==> config.mk <==
export PLATFORM = sky130hd
export DESIGN_NAME = multicycle_controller
export DESIGN_NICKNAME = d
export VERILOG_FILES = /design/src/rtl/multicycle_controller.sv
export SDC_FILE = /design/constraint.sdc
export NUM_CORES = 1
export LEC_CHECK = 0
export ABC_AREA = 1
export BUFFER_PORTS_ARGS = -buffer_cell sky130_fd_sc_hd__buf_2
export CORE_MARGIN = 4
export CORE_UTILIZATION = 40
export CTS_CLUSTER_DIAMETER = 80
export DETAILED_ROUTE_END_ITERATION = 8
export PLACE_DENSITY_LB_ADDON = 0.3
export SYNTH_ARGS = -nofsm -noshare
export SYNTH_HDL_FRONTEND = slang
export SYNTH_SLANG_ARGS = --single-unit
==> constraint.sdc <==
create_clock -name clk -period 1.4 [get_ports clk]
set_clock_uncertainty 0.1 [all_clocks]
set_input_delay 0.14 -clock clk [delete_from_list [all_inputs] [get_ports clk]]
set_output_delay 0.14 -clock clk [all_outputs]
set_load 0.03 [all_outputs]
==> src/rtl/multicycle_controller.sv <==
// Multi-cycle MIPS control FSM: sequences FETCH/DECODE/execute/memory/writeback with a memory ready handshake.
// Optional CTRL_TRAP_EN macro: illegal opcodes park the FSM in TRAP and raise the extra `trap` output.
module multicycle_controller #(
    parameter int ALUOP_W = 2,
    parameter int ST_W    = 4
) (
    input  logic               clk,
    input  logic               rst,
    input  logic [5:0]         opcode,
    input  logic [5:0]         funct,
    input  logic               mem_ready,
    input  logic               zero,
    output logic               mem_req,
    output logic               mem_write,
    output logic               iord,
    output logic               ir_write,
    output logic               pc_write,
    output logic [1:0]         pc_src,
    output logic               reg_dst,
    output logic               mem_to_reg,
    output logic               reg_write,
    output logic               alu_src_a,
    output logic [1:0]         alu_src_b,
    output logic [ALUOP_W-1:0] alu_op,
    output logic [ST_W-1:0]    state
`ifdef CTRL_TRAP_EN
    ,
    output logic               trap
`endif
);

    typedef enum logic [3:0] {
        S_IDLE   = 4'd0,  S_FETCH = 4'd1,  S_DECODE = 4'd2,  S_MEMADR = 4'd3,
        S_MEMRD  = 4'd4,  S_MEMWB = 4'd5,  S_MEMWR  = 4'd6,  S_EXEC   = 4'd7,
        S_ALUWB  = 4'd8,  S_BRANCH = 4'd9, S_IEXEC  = 4'd10, S_IWB    = 4'd11,
        S_JUMP   = 4'd12, S_TRAP  = 4'd13
    } state_e;

    localparam logic [5:0] OP_RTYPE = 6'b000000;
    localparam logic [5:0] OP_LW    = 6'b100011;
    localparam logic [5:0] OP_SW    = 6'b101011;
    localparam logic [5:0] OP_BEQ   = 6'b000100;
    localparam logic [5:0] OP_ADDI  = 6'b001000;
    localparam logic [5:0] OP_ADDIU = 6'b001001;
    localparam logic [5:0] OP_LUI   = 6'b001111;
    localparam logic [5:0] OP_J     = 6'b000010;

    localparam logic [1:0] AOP_ADD   = 2'b00;
    localparam logic [1:0] AOP_SUB   = 2'b01;
    localparam logic [1:0] AOP_FUNCT = 2'b10;
    localparam logic [1:0] AOP_LUI   = 2'b11;

    state_e state_q, state_d;

    // funct is reserved for a future ALU decoder; reduce it so it is consumed.
    logic funct_unused;
    assign funct_unused = ^funct;

    always_ff @(posedge clk or posedge rst) begin
        if (rst) state_q <= S_IDLE;
        else     state_q <= state_d;
    end

    always_comb begin
        // NOTE: every output and the next state get a default first, so no path can infer a latch.
        state_d    = state_q;
        mem_req    = 1'b0;
        mem_write  = 1'b0;
        iord       = 1'b0;
        ir_write   = 1'b0;
        pc_write   = 1'b0;
        pc_src     = 2'b00;
        reg_dst    = 1'b0;
        mem_to_reg = 1'b0;
        reg_write  = 1'b0;
        alu_src_a  = 1'b0;
        alu_src_b  = 2'b00;
        alu_op     = ALUOP_W'(AOP_ADD);

        unique case (state_q)
            S_IDLE: state_d = S_FETCH;
            S_FETCH: begin
                mem_req   = 1'b1;
                alu_src_b = 2'b01;
                ir_write  = mem_ready;
                pc_write  = mem_ready;
                if (mem_ready) state_d = S_DECODE;
            end
            S_DECODE: begin
                alu_src_b = 2'b11;
                unique case (opcode)
                    OP_RTYPE:                  state_d = S_EXEC;
                    OP_LW, OP_SW:              state_d = S_MEMADR;
                    OP_BEQ:                    state_d = S_BRANCH;
                    OP_ADDI, OP_ADDIU, OP_LUI: state_d = S_IEXEC;
                    OP_J:                      state_d = S_JUMP;
`ifdef CTRL_TRAP_EN
                    default:                   state_d = S_TRAP;
`else
                    default:                   state_d = S_FETCH;
`endif
                endcase
            end
            S_MEMADR: begin
                alu_src_a = 1'b1;
                alu_src_b = 2'b10;
                state_d   = (opcode == OP_LW) ? S_MEMRD : S_MEMWR;
            end
            S_MEMRD: begin
                mem_req = 1'b1;
                iord    = 1'b1;
                if (mem_ready) state_d = S_MEMWB;
            end
            S_MEMWB: begin
                reg_write  = 1'b1;
                mem_to_reg = 1'b1;
                state_d    = S_FETCH;
            end
            S_MEMWR: begin
                mem_req   = 1'b1;
                iord      = 1'b1;
                mem_write = 1'b1;
                if (mem_ready) state_d = S_FETCH;
            end
            S_EXEC: begin
                alu_src_a = 1'b1;
                alu_op    = ALUOP_W'(AOP_FUNCT);
                state_d   = S_ALUWB;
            end
            S_ALUWB: begin
                reg_write = 1'b1;
                reg_dst   = 1'b1;
                state_d   = S_FETCH;
            end
            S_BRANCH: begin
                alu_src_a = 1'b1;
                alu_op    = ALUOP_W'(AOP_SUB);
                pc_src    = 2'b01;
                pc_write  = zero;
                state_d   = S_FETCH;
            end
            S_IEXEC: begin
                alu_src_a = 1'b1;
                alu_src_b = 2'b10;
                alu_op    = (opcode == OP_LUI) ? ALUOP_W'(AOP_LUI) : ALUOP_W'(AOP_ADD);
                state_d   = S_IWB;
            end
            S_IWB: begin
                reg_write = 1'b1;
                state_d   = S_FETCH;
            end
            S_JUMP: begin
                pc_src   = 2'b10;
                pc_write = 1'b1;
                state_d  = S_FETCH;
            end
            S_TRAP:  state_d = S_TRAP;
            default: state_d = S_IDLE;
        endcase
    end

    assign state = ST_W'(state_q);
`ifdef CTRL_TRAP_EN
    assign trap = (state_q == S_TRAP);
`endif

endmodule

==> flow_summary_export.csv, run 1 <==
group,metric,value,unit
status,status,"aborted with a tool error",
status,haltStage,"5_1_grt",
status,error_line,"[ERROR DPL-0038] Utilization greater than 100%, impossible to legalize",
logic_synthesis,synth_edf_count,0,
floorplan,start_util,44.6,%
logic_synthesis,synth.distinct_cells,17,
logic_synthesis,post-synth-top-count-cell,"nand2_1",
timing,crit_endpoint,"alu_op[1]",
global_route,grt_max_degree,8,
logic_synthesis,synth_flop_cell,"dfrtp_1",
logic_synthesis,synth_area_per_cell,5.32,sq um
logic_synthesis,ys_top_cells_by_area,"dfrtp_1, nand2_1, nand3_1",
logic_synthesis,synth_nets,114,
logic_synthesis,syn-cell-area,522,sq um
clock_network,cts_buffers,3,
logic_synthesis,synthCells,98,
floorplan,std_cell_rows,12,
clock_network,htree_levels,1,
logic_synthesis,synth_top_area_share,19.2,%
logic_synthesis,synthTopCellsByCount,"nand2_1, nor2_1, inv_1",
logic_synthesis,synth_seq_cells,4,
clock_network,cts-root-buf,"clkbuf_4",
place,gp_congestion,0.882,
logic_synthesis,synth_warnings,0,
floorplan,die_y,44.1,microns
logic_synthesis,async_flop_share,100,%
timing,worstEndpointType,"primary output",
logic_synthesis,yosys.area.top_type,"dfrtp_1",
place,io_buffer_count,28,
floorplan,die_width,44.1,microns
place,dpl.hpwl,1620,microns
clock_network,clkSinkCount,4,
clock_network,clk_path_buf_depth,2,
logic_synthesis,ys_seq_area_share,19.2,%
floorplan,pin_count,35,
## cell families after synthesis
kind of cell / count (synthesis) / synth area share [%]
AND/OR/NAND/NOR: 63 / 54.2
buffers and inverters: 20 / 14.4
AO/OA/AOI/OAI: 11 / 12.2
flip-flops: 4 / 19.2
## timing repair
action	in CTS
pin swaps	6
setup endpoints to repair	18
cloned	0
hold endpoints to repair	4
resized for setup	30
hold buffers	1
setup buffers	3
## stage by stage
step           cells  utilization, %  hold WS [ns]  setup slack (ns)  cell area (sq um)
2_1_floorplan     98               -        -0.194            -0.129                639
4_1_cts          165            93.4         0.141            -0.287               1090
3_5_place_dp     158            80.7       -0.0707            -0.121                945
3_3_place_gp     158            80.7       -0.0810           -0.0710                945
==> run 2: changes to the inputs <==
Settings changed: CORE_AREA set to 4 4 65 67, CORE_MARGIN 4 to unset, CORE_UTILIZATION 40 to unset, CTS_CLUSTER_DIAMETER 80 to unset, DIE_AREA set to 0 0 69 71, PLACE_DENSITY_LB_ADDON 0.3 to 0.15.
==> flow_summary_export.csv, run 2 <==
group,metric,value,unit
status,status,"finished, violations left",
status,violations,"negative setup slack",
floorplan,start_util,14.4,%
logic_synthesis,synth_edf_count,0,
setup_path,required,1.16,ns
route,firstDrtPassIters,4,
timing,fin_crit_sh,120,%
timing,worstMarginPinSlew,0.275,ns
global_route,overflow,0,
final_layout,final_cell_mix,"buf_4, nand2_1, buf_2, buf_6",
timing,relSlewSlack,81.6,%
logic_synthesis,synth_nets,114,
logic_synthesis,yosys.area.top_type,"dfrtp_1",
logic_synthesis,synthTopCellsByCount,"nand2_1, nor2_1, inv_1",
clock_network,htree_levels,1,
power,p_leak,0.598,nW
clock_network,cts-root-buf,"clkbuf_8",
place,dpl.hpwl,1770,microns
floorplan,pin_count,35,
final_layout,num_antenna_cells,0,
route,vias_per_cell,4.01,
clock_network,clkSinkCount,4,
place,gp_congestion,0.770,
clock_network,clk_path_buf_depth,2,
power,power_density,330,nW/um^2
setup_path,worstSetupEndpointType,"output port",
floorplan,die_y,71,microns
route,drt-initial-drc-count,23,
route,vias,806,
final_layout,syn_to_final_growth,131,%
setup_path,path_class,"register to output port",
route,drt-total-wl,2060,microns
timing,period_needed,1.68,ns
floorplan,std_cell_rows,22,
setup_path,startpoint_type,"register",
global_route,track_usage,8.37,%
worst_hold_path,worstHoldPathType,"input port to register",
setup_path,critPathArrivalTime,1.44,ns
timing,fmax,0.596,GHz
clock_network,cts_tree,"yes",
final_layout,nets,171,
logic_synthesis,synth_warnings,0,
place,io_buffer_count,28,
global_route,grt_pass1_vias,798,
power,vdd.ir_drop.worst,227,uV
floorplan,coreArea,3630,sq um
floorplan,die_width,69,microns
logic_synthesis,synth_top_area_share,19.2,%
final_layout,final_common_cell,"buf_4",
timing,grt_setup_unrepaired,"true",
clock_network,cts_buffers,3,
final_layout,largest_reg_flops,4,
logic_synthesis,ys_seq_area_share,19.2,%
timing,tns,-2.12,ns
place,dp.cells,192,
floorplan,die-area,4900,sq um
clock_network,clkLatencyLatePin,0.22,ns
logic_synthesis,synthCells,98,
final_layout,fin_util,33.2,%
timing,setup_violations,16,
timing,slew_viol_final,0,
route,ant_nets,0,
global_route,grt_pass1_wl,3390,microns
route,wire_per_inst,10.3,microns
global_route,antenna_found_initial,0,
logic_synthesis,syn-cell-area,522,sq um
route,drc,0,
timing,whs,0.151,ns
final_layout,fin_cells,201,
logic_synthesis,async_flop_share,100,%
power,power.total,0.398,mW
global_route,grt_max_degree,7,
final_layout,drive_gt1_share,64.1,%
logic_synthesis,synth_area_per_cell,5.32,sq um
timing,setup_ws,-0.279,ns
job,max_cap_viol_count,0,
clock_network,clkTransAtPathRegs,0.03,ns
timing,hold_viol,0,
setup_path,crit_fanout,5,
logic_synthesis,ys_top_cells_by_area,"dfrtp_1, nand2_1, nand3_1",
logic_synthesis,synth.distinct_cells,17,
logic_synthesis,post-synth-top-count-cell,"nand2_1",
logic_synthesis,synth_flop_cell,"dfrtp_1",
logic_synthesis,synth_seq_cells,4,
final_layout,nFillCells,406,
## run 2: cell counts after synthesis
No cell type changed its count.
## run 2: final cells by class
type                       instances  area, sq um  area share, %
multi-input combinational         74          502           41.6
timing repair buffer              52          422           34.9
sequential                         4          105           8.70
inverter                          20         77.6           6.42
tap                               48         60.1           4.97
clock buffer                       3         41.3           3.42
## run 2: where the power goes
group / internal, mW / total [mW] / switching [mW]
clock: 0.183 / 0.239 / 0.0558
combinational: 0.0175 / 0.0433 / 0.0258
sequential: 0.116 / 0.116 / 0
## run 2: path summary, 6_finish.rpt
check | start | endpoint | slack, ns | depth (start not counted)
max | state[2] | alu_op[1] | -0.28 | 6
min reg2reg | state[2] | state[3] | 0.58 | 2
min | mem_ready | state[1] | 0.15 | 4
max reg2reg | state[1] | state[2] | -0.01 | 9
min in group asynchronous | rst | state[0] | 0.24 | 3
max in group asynchronous | rst | state[3] | 0.79 | 3
## run 2: logic make-up after synthesis
| group | count (synthesis) | share of synthesized area (%) |
|---|---|---|
| AO/OA/AOI/OAI | 11 | 12.2 |
| buffers and inverters | 20 | 14.4 |
| AND/OR/NAND/NOR | 63 | 54.2 |
| flip-flops | 4 | 19.2 |
## run 2: critical path: stages, from the launching register on
cell     delay [ns]
dfrtp_2        0.44
inv_2          0.09
nand4_1        0.12
inv_2          0.10
nand4_1        0.22
o21ai_4        0.12
buf_6          0.14
## run 2: routing by layer
metal	track usage (%)	vias up	wire length, microns
li1	-	421	-
met1	9.44	369	899
met2	15.3	16	1070
met3	2.27	0	98
met4	2.60	0	0
met5	0	-	0
## run 2: repair_timing
item | in CTS | in global routing
hold buffers | 1 | 0
buffers inserted | 2 | 3
cloned | 0 | 0
pin swaps | 6 | 6
endpoints found under the hold margin | 4 | 0
setup endpoints to repair | 19 | 19
resized for setup | 24 | 17
## run 2: per-stage QoR
step,cell area (sq um),setup WS (ns)
after floorplan,639,-0.129
after global placement,987,-0.124
after detailed placement,987,-0.147
after CTS,1130,-0.279
after global routing,1210,-0.342
final,1210,-0.279
(Power assumes the default switching activity.)
==> run 3: changes to the inputs <==
Settings changed: PLACE_DENSITY_LB_ADDON 0.15 to 0.25.
==> flow_summary_export.csv, run 3 (synthesis gave the netlist of run 2 again) <==
group,metric,value,unit
setup_path,reg2reg_depth,8,
global_route,grt_pass1_wl,3550,microns
final_layout,nFillCells,418,
clock_network,cts_buffers,3,
final_layout,final_cell_mix,"buf_4, nand2_1, buf_2, buf_6",
setup_path,crit_fanout,4,
clock_network,clk_path_buf_depth,2,
clock_network,clkLatencyLatePin,0.22,ns
power,pwr-share-comb,11.0,%
global_route,overflow,0,
final_layout,nets,175,
timing,fin_crit_sh,119,%
floorplan,die-area,4900,sq um
power,clkPwrFrac,59.9,%
setup_path,path_class,"register to output port",
timing,worstMarginPinSlew,0.265,ns
final_layout,final_common_cell,"buf_4",
timing,fmax,0.599,GHz
setup_path,critPathArrivalTime,1.43,ns
route,drt-initial-drc-count,9,
power,p_leak,0.635,nW
power,swShare,21.0,%
worst_hold_path,whs_path_depth,4,
timing,grt_setup_unrepaired,"true",
timing,relSlewSlack,82.3,%
floorplan,die_y,71,microns
worst_hold_path,min_from,"mem_ready",
worst_hold_path,worstHoldPathType,"input port to register",
global_route,track_usage,8.69,%
clock_network,clkTransAtPathRegs,0.03,ns
power,power.total,0.401,mW
status,status,"finished, violations left",
place,io_buffer_count,28,
worst_hold_path,hold_end,"state[1]",
floorplan,pin_count,35,
clock_network,cts-root-buf,"clkbuf_8",
power,power_density,324,nW/um^2
place,gp_congestion,0.810,
floorplan,start_util,14.4,%
timing,slew_viol_final,0,
timing,hold_viol,0,
global_route,grt_pass1_vias,815,
final_layout,syn_to_final_growth,138,%
route,firstDrtPassIters,6,
timing,period_needed,1.67,ns
setup_path,worstSetupEndpointType,"output port",
final_layout,largest_reg_flops,4,
status,violations,"negative setup slack",
power,pwr-share-seq,29.0,%
final_layout,num_antenna_cells,0,
power,p_sw,0.0843,mW
route,drt-total-wl,2080,microns
route,drc,0,
floorplan,std_cell_rows,22,
place,dpl_cell_area,1000,sq um
setup_path,required,1.16,ns
clock_network,clkSinkCount,4,
route,vias_per_cell,3.95,
global_route,antenna_found_initial,0,
setup_path,startpoint_type,"register",
clock_network,htree_levels,1,
setup_path,r2r_setup_slack,-0.03,ns
floorplan,die_width,69,microns
final_layout,final_area,1240,sq um
route,vias,810,
floorplan,coreArea,3630,sq um
route,ant_nets,0,
global_route,grt_max_degree,7,
timing,setup_ws,-0.270,ns
setup_path,rr_endpoint,"state[3]",
job,max_cap_viol_count,0,
setup_path,r2r_start,"state[2]",
power,vdd.ir_drop.worst,331,uV
power,p_int,0.317,mW
place,dpl.hpwl,1770,microns
final_layout,drive_gt1_share,61.1,%
timing,setup_violations,17,
clock_network,cts_tree,"yes",
route,wire_per_inst,10.1,microns
run 3: cell type report:
class | instances | area [sq um] | share of cell area [%]
Timing Repair Buffer | 56 | 452 | 36.4
Clock buffer | 3 | 41.3 | 3.33
Inverter | 20 | 82.6 | 6.66
Tap cell | 48 | 60.1 | 4.84
Multi-Input combinational cell | 74 | 499 | 40.3
Sequential cell | 4 | 105 | 8.48
run 3: how the worst max path moves through the flow:
stage	start	cells after the start	end
finish	state[0]	6	alu_op[0]
floorplan	state[0]	4	pc_write
CTS	state[0]	6	alu_op[1]
global placement	state[2]	6	alu_op[0]
global route	state[0]	6	alu_op[0]
detailed placement	state[2]	6	alu_op[0]
run 3: what timing repair did:
| item | in CTS | in global routing |
|---|---|---|
| buffers inserted | 5 | 3 |
| resized for setup | 25 | 14 |
| endpoints found under the setup margin | 18 | 19 |
| endpoints found under the hold margin | 4 | 0 |
| pin swaps | 3 | 5 |
| hold buffers | 1 | 0 |
run 3: power by group through the flow:
stage	Sequential (mW)	Combinational [mW]	Clock [mW]
floorplan	0.118	0.0203	0
global placement	0.118	0.0412	0
detailed placement	0.118	0.0425	0
CTS	0.116	0.0447	0.252
global route	0.116	0.0512	0.257
finish	0.116	0.0443	0.241
run 3: critical path: stages (launching register included):
cell and delay (ns):
dfrtp_2 0.41, inv_4 0.08, nand4_1 0.12, inv_1 0.10, nand4_1 0.23, nand2_4 0.14, buf_6 0.13
run 3: through the flow:
stage | cells | setup TNS [ns] | setup WS (ns) | utilization (%) | hold slack (ns)
global placement | 194 | -0.309 | -0.0902 | 27.6 | -0.0663
finish | 205 | -2.27 | -0.270 | 34.1 | 0.170
floorplan | 98 | -0.920 | -0.129 | - | -0.194
detailed placement | 194 | -0.391 | -0.124 | 27.6 | -0.0616
CTS | 202 | -2.65 | -0.277 | 31.9 | 0.181
global route | 205 | -3.72 | -0.352 | 34.1 | 0.204
run 3: routing by layer:
layer  vias up  routed length, microns  GRT usage, %
met5         -                       0             0
met3         0                      97          1.85
met4         0                       0          3.25
met2        17                     996          13.6
li1        429                       -             -
met1       364                     981          11.7
